==> config.mk <==
export PLATFORM = sky130hd
export DESIGN_NAME = uart_rx_fsm
export DESIGN_NICKNAME = d
export VERILOG_FILES = /design/src/rtl/uart_rx_fsm.sv
export SDC_FILE = /design/constraint.sdc
export NUM_CORES = 1
export LEC_CHECK = 0
export CAP_MARGIN = 40
export CORE_MARGIN = 3
export CORE_UTILIZATION = 38
export CTS_CLUSTER_SIZE = 20
export DETAILED_ROUTE_END_ITERATION = 12
export HOLD_SLACK_MARGIN = 0.03
export PLACE_DENSITY = 0.76
export SYNTH_ARGS = -nofsm -noshare
export SYNTH_HDL_FRONTEND = slang
export SYNTH_SLANG_ARGS = --single-unit
==> constraint.sdc <==
create_clock -name clk -period 2.65 [get_ports clk]
set_input_delay 0.53 -clock clk [delete_from_list [all_inputs] [get_ports clk]]
set_output_delay 0.53 -clock clk [all_outputs]
set_load 0.03 [all_outputs]
==> src/rtl/uart_rx_fsm.sv <==
// Frame-sequencing controller for the UART receiver: walks start, data, optional
// parity and stop bits, gates the datapath checkers and flags accepted or aborted frames.
module uart_rx_fsm #(
  parameter int DATA_WIDTH = 8
) (
  input  logic       clk,
  input  logic       rst_n,
  input  logic       rx_in,
  input  logic       par_en,
  input  logic [5:0] prescale,
  input  logic [4:0] edge_cnt,
  input  logic [3:0] bit_cnt,
  input  logic       strt_glitch,
  input  logic       par_err,
  input  logic       stp_err,
  output logic       cnt_enable,
  output logic       dat_samp_en,
  output logic       deser_en,
  output logic       strt_chk_en,
  output logic       par_chk_en,
  output logic       stp_chk_en,
  output logic       data_valid,
  output logic       parity_error,
  output logic       framing_error,
  output logic       busy
);

  typedef enum logic [2:0] {
    IDLE   = 3'd0,
    START  = 3'd1,
    DATA   = 3'd2,
    PARITY = 3'd3,
    STOP   = 3'd4,
    VALID  = 3'd5
  } state_t;

  localparam logic [3:0] DATA_IDX = 4'(DATA_WIDTH);
  localparam logic [3:0] PAR_IDX  = 4'(DATA_WIDTH + 1);

  state_t     state;
  logic       par_en_lat;
  logic       last_edge;
  logic [3:0] stop_idx;

  // edge_cnt is zero-extended so prescale=32 compares against 31 without truncation
  assign last_edge = ({1'b0, edge_cnt} == (prescale - 6'd1));
  assign stop_idx  = PAR_IDX + {3'b000, par_en_lat};

  always_ff @(posedge clk) begin
    if (!rst_n) begin
      state         <= IDLE;
      par_en_lat    <= 1'b0;
      parity_error  <= 1'b0;
      framing_error <= 1'b0;
    end else begin
      parity_error  <= 1'b0;
      framing_error <= 1'b0;
      case (state)
        IDLE: begin
          if (!rx_in) begin
            state      <= START;
            par_en_lat <= par_en;
          end
        end
        START: begin
          if (bit_cnt == 4'd0 && last_edge)
            state <= strt_glitch ? IDLE : DATA;
        end
        DATA: begin
          if (bit_cnt == DATA_IDX && last_edge)
            state <= par_en_lat ? PARITY : STOP;
        end
        PARITY: begin
          if (bit_cnt == PAR_IDX && last_edge) begin
            if (par_err) begin
              state        <= IDLE;
              parity_error <= 1'b1;
            end else begin
              state <= STOP;
            end
          end
        end
        STOP: begin
          if (bit_cnt == stop_idx && last_edge) begin
            if (stp_err) begin
              state         <= IDLE;
              framing_error <= 1'b1;
            end else begin
              state <= VALID;
            end
          end
        end
        VALID: begin
          // a start edge right after the stop bit chains straight into the next frame
          if (!rx_in) begin
            state      <= START;
            par_en_lat <= par_en;
          end else begin
            state <= IDLE;
          end
        end
        default: state <= IDLE;
      endcase
    end
  end

  always_comb begin
    cnt_enable  = 1'b0;
    dat_samp_en = 1'b0;
    deser_en    = 1'b0;
    strt_chk_en = 1'b0;
    par_chk_en  = 1'b0;
    stp_chk_en  = 1'b0;
    case (state)
      START: begin
        cnt_enable  = 1'b1;
        dat_samp_en = 1'b1;
        strt_chk_en = 1'b1;
      end
      DATA: begin
        cnt_enable  = 1'b1;
        dat_samp_en = 1'b1;
        deser_en    = last_edge;
      end
      PARITY: begin
        cnt_enable  = 1'b1;
        dat_samp_en = 1'b1;
        par_chk_en  = 1'b1;
      end
      STOP: begin
        cnt_enable  = 1'b1;
        dat_samp_en = 1'b1;
        stp_chk_en  = 1'b1;
      end
      default: ;
    endcase
  end

  // VALID holds cnt_enable low for its single cycle, clearing the counter for the next frame
  assign data_valid = (state == VALID);
  assign busy       = (state != IDLE);

endmodule

==> results by group <==
Outcome
  • Status: finished clean

GRT
  • Total GRT Usage: 0.204
  • Vias in the first global route: 780
  • Grt total ovfl: 0
  • GRT met2 Usage: 0.364
  • M1 GR Usage: 0.258
  • First-pass GRT wire length: 3350 um
  • Layer with the highest usage: met2
  • Antenna violations before repair: 0
  • Met3 Use GR: 0.0263
  • Pin count of the biggest net entering global routing: 11

STA
  • Fin crit period: 2.52 ns
  • RSZ-0062 raised after global routing: no
  • Fmax: 0.397 GHz
  • Crit share post-route: 0.951
  • Worst Skew: 0.0122 ns
  • Worst-margin pin slew: 0.430 ns
  • Worst hold slack: 0.624 ns
  • Setup violators final: 0
  • Slew Limit Fails: 0
  • Final number of hold-violating endpoints: 0
  • Slew headroom: 0.709

Synthesis
  • Leading area contributor after synthesis: dfxtp_1
  • Ys Warns: 0
  • Synthesized Nets: 112
  • Mapped Cells: 89
  • Post-synthesis register bit count: 6
  • Synth Area per Inst: 7.32 um2
  • Top post-synthesis cells by area: dfxtp_1, xnor2_1, a21oi_1
  • Netlist cell types: 36
  • Seq/Total Area, Yosys: 0.184
  • Mapped cell area: 652 um2
  • Post-synth top area share: 0.184

Routing
  • 1st-iter DRT viols: 18
  • Post-route ant nets: 0
  • Wire per inst: 14.5 um
  • Final wirelength: 2140 um
  • Remaining DRCs: 0
  • DR vias/cell: 5.69
  • Drt pass-1 iters: 4
  • Via count: 837

Floorplan
  • # rows: 14
  • Chip height: 47.4 um
  • Initial Util: 0.418
  • Die ar.: 0.00225 mm2
  • DIE WIDTH: 47.4 um
  • IO Pins: 32
  • Total core area: 0.00156 mm2

Setup path
  • Worst-path fanout max: 4
  • Critical Path RT: 2.12 ns
  • Critical path endpoint category: output pin
  • Worst EP arrival: 1.99 ns
  • CP Cell Sequence: dlygate4sd2_1 -> nor2b_1 -> or3_1 -> a31o_4 -> nor4_2 -> buf_4
  • WS Path Type: in -> out
  • CP max-delay cell: or3_1
  • Delay-heaviest family, CP: simple AND/OR/NAND/NOR gates
  • Critical Path Source Type: primary input
  • Crit path buf inv count: 2
  • Peak per-stage delay on the critical path: 0.38 ns

Clock network
  • Maximum clock path buffer count: 2
  • H-tree depth: 1
  • Root buf cell: clkbuf_4
  • CTS tree: built
  • Worst-skew pair later-pin latency: 0.25 ns
  • Sink Count: 6
  • # hold bufs at CTS: 0
  • Clk slew on worst S/H paths: 0.05 ns
  • TritonCTS buffer count: 3

Final layout
  • Layout area overhead: 67.4%
  • Finished Cell Area: 0.00109 mm2
  • Fin nets: 156
  • Layout cells sized above 1: 0.168
  • Most frequent cells in the layout: clkdlybuf4s50_1, buf_4, inv_1, nand2_1
  • Layout Cells excl Fill: 147
  • Antenna cells: 0
  • Commonest non-fill, non-tap cell in the layout: clkdlybuf4s50_1

Min path
  • Hold/Removal Path Class: reg -> reg

Power
  • Part of the power in combinational logic: 0.587
  • Cell Pwr Density: 432 mW/mm2
  • Switch Pwr: 0.188 mW
  • Overall Power: 0.472 mW
  • Internal Power: 0.283 mW
  • Clock network fraction of total power: 0.182
  • Switching Fraction: 0.399
  • Seq pwr share: 0.231
  • Peak supply drop: 0.000321 V
  • Pleak: 0.442 nW

Place
  • Post-DP Area: 0.00104 mm2
  • Global placer's final weighted congestion: 0.776
  • Post-DP HPWL: 1640 um
  • DP Cell Count: 142
  • Buffers added on ports: 31

Job
  • Max Cap Viol: 0
==> power by group through the flow <==
stage | logic, mW | clock network [mW] | registers, mW
3_3_place_gp | 0.266 | 0 | 0.110
6_report | 0.277 | 0.0859 | 0.109
4_1_cts | 0.276 | 0.0887 | 0.109
3_5_place_dp | 0.269 | 0 | 0.111
5_1_grt | 0.297 | 0.0945 | 0.110
2_1_floorplan | 0.163 | 0 | 0.106
==> final timing paths <==
kind / startpoint / to / slack (ns) / cells past startpoint
max reg2reg: par_en_lat / state[1] / 0.99 / 6
min reg2reg: par_en_lat / framing_error / 0.62 / 2
min: par_en_lat / framing_error / 0.62 / 2
max: edge_cnt[2] / deser_en / 0.13 / 6
==> per-stage QoR <==
step,utilization,TNS (ns),setup WS (ns)
4_1_cts,0.694,0,0.0975
3_3_place_gp,0.666,-0.489,-0.157
2_1_floorplan,-,0,0.102
5_1_grt,0.700,0,0.0203
3_5_place_dp,0.666,-0.652,-0.200
6_report,0.700,0,0.130
==> repair_timing <==
| item | 4_1_cts | 5_1_grt |
|---|---|---|
| resized for setup | 6 | 2 |
| endpoints found under the setup margin | 1 | 1 |
| pin swaps | 3 | 0 |
| buffers inserted | 2 | 0 |
==> worst reg2reg max path, cell delays in order (launching register included) <==
cell and delay [ns]:
dfxtp_1 0.36, or3b_2 0.51, nand4b_1 0.12, a21oi_1 0.11, o41ai_4 0.08, o41ai_1 0.16, nor4b_2 0.22
==> cell type report <==
cell class,count,area [um2]
Multi-Input combinational cell,72,510
Inverter,8,30.0
Fill cell,139,468
Tap cell,16,20.0
Sequential cell,6,120
Clock buffer,3,22.5
Timing Repair Buffer,42,388
==> registers in the layout, summed over array words and instances (netlist names) <==
name	count
par_en_lat	1
parity_error	1
framing_error	1
state	3
==> metal layers <==
metal / part of all wire / up-vias
met3: 0.037 / 2
met2: 0.50 / 26
met5: 0 / -
met4: 0.011 / 0
met1: 0.46 / 400
li1: - / 409
==> logic make-up (layout without fill, tap and decap cells) <==
family / Yosys count / in the layout / share of synthesized area
AO/OA/AOI/OAI: 23 / 23 / 0.257
XOR/XNOR: 7 / 7 / 0.0941
adder cells (fa/ha/maj): 1 / 1 / 0.0192
buffers and inverters: 11 / 53 / 0.0691
flip-flops: 6 / 6 / 0.184
multiplexers: 2 / 2 / 0.0307
AND/OR/NAND/NOR: 39 / 39 / 0.345
==> cell usage after synthesis <==
library cell / count
dfxtp_1: 6
buf_4: 1
nand4b_1: 2
a21boi_0: 1
nand3b_1: 2
nor4b_2: 1
or3_1: 1
o31a_1: 1
o21ai_0: 5
nand3_1: 3
nor3_1: 4
xnor2_1: 5
a31oi_1: 1
nor3b_1: 1
o2111ai_1: 1
nor4_1: 2
inv_1: 8
and2_1: 1
nand2b_1: 2
a211oi_1: 1
or3b_2: 1
clkbuf_1: 2
o41ai_1: 1
o41ai_4: 1
o22ai_1: 1
and3b_1: 1
a21oi_1: 6
xor2_1: 2
ha_1: 1
mux2i_1: 2
o211ai_1: 3
nor2b_1: 4
and3_1: 1
nor2_1: 5
nand2_1: 8
a31o_2: 1
(Power assumes the default switching activity.)
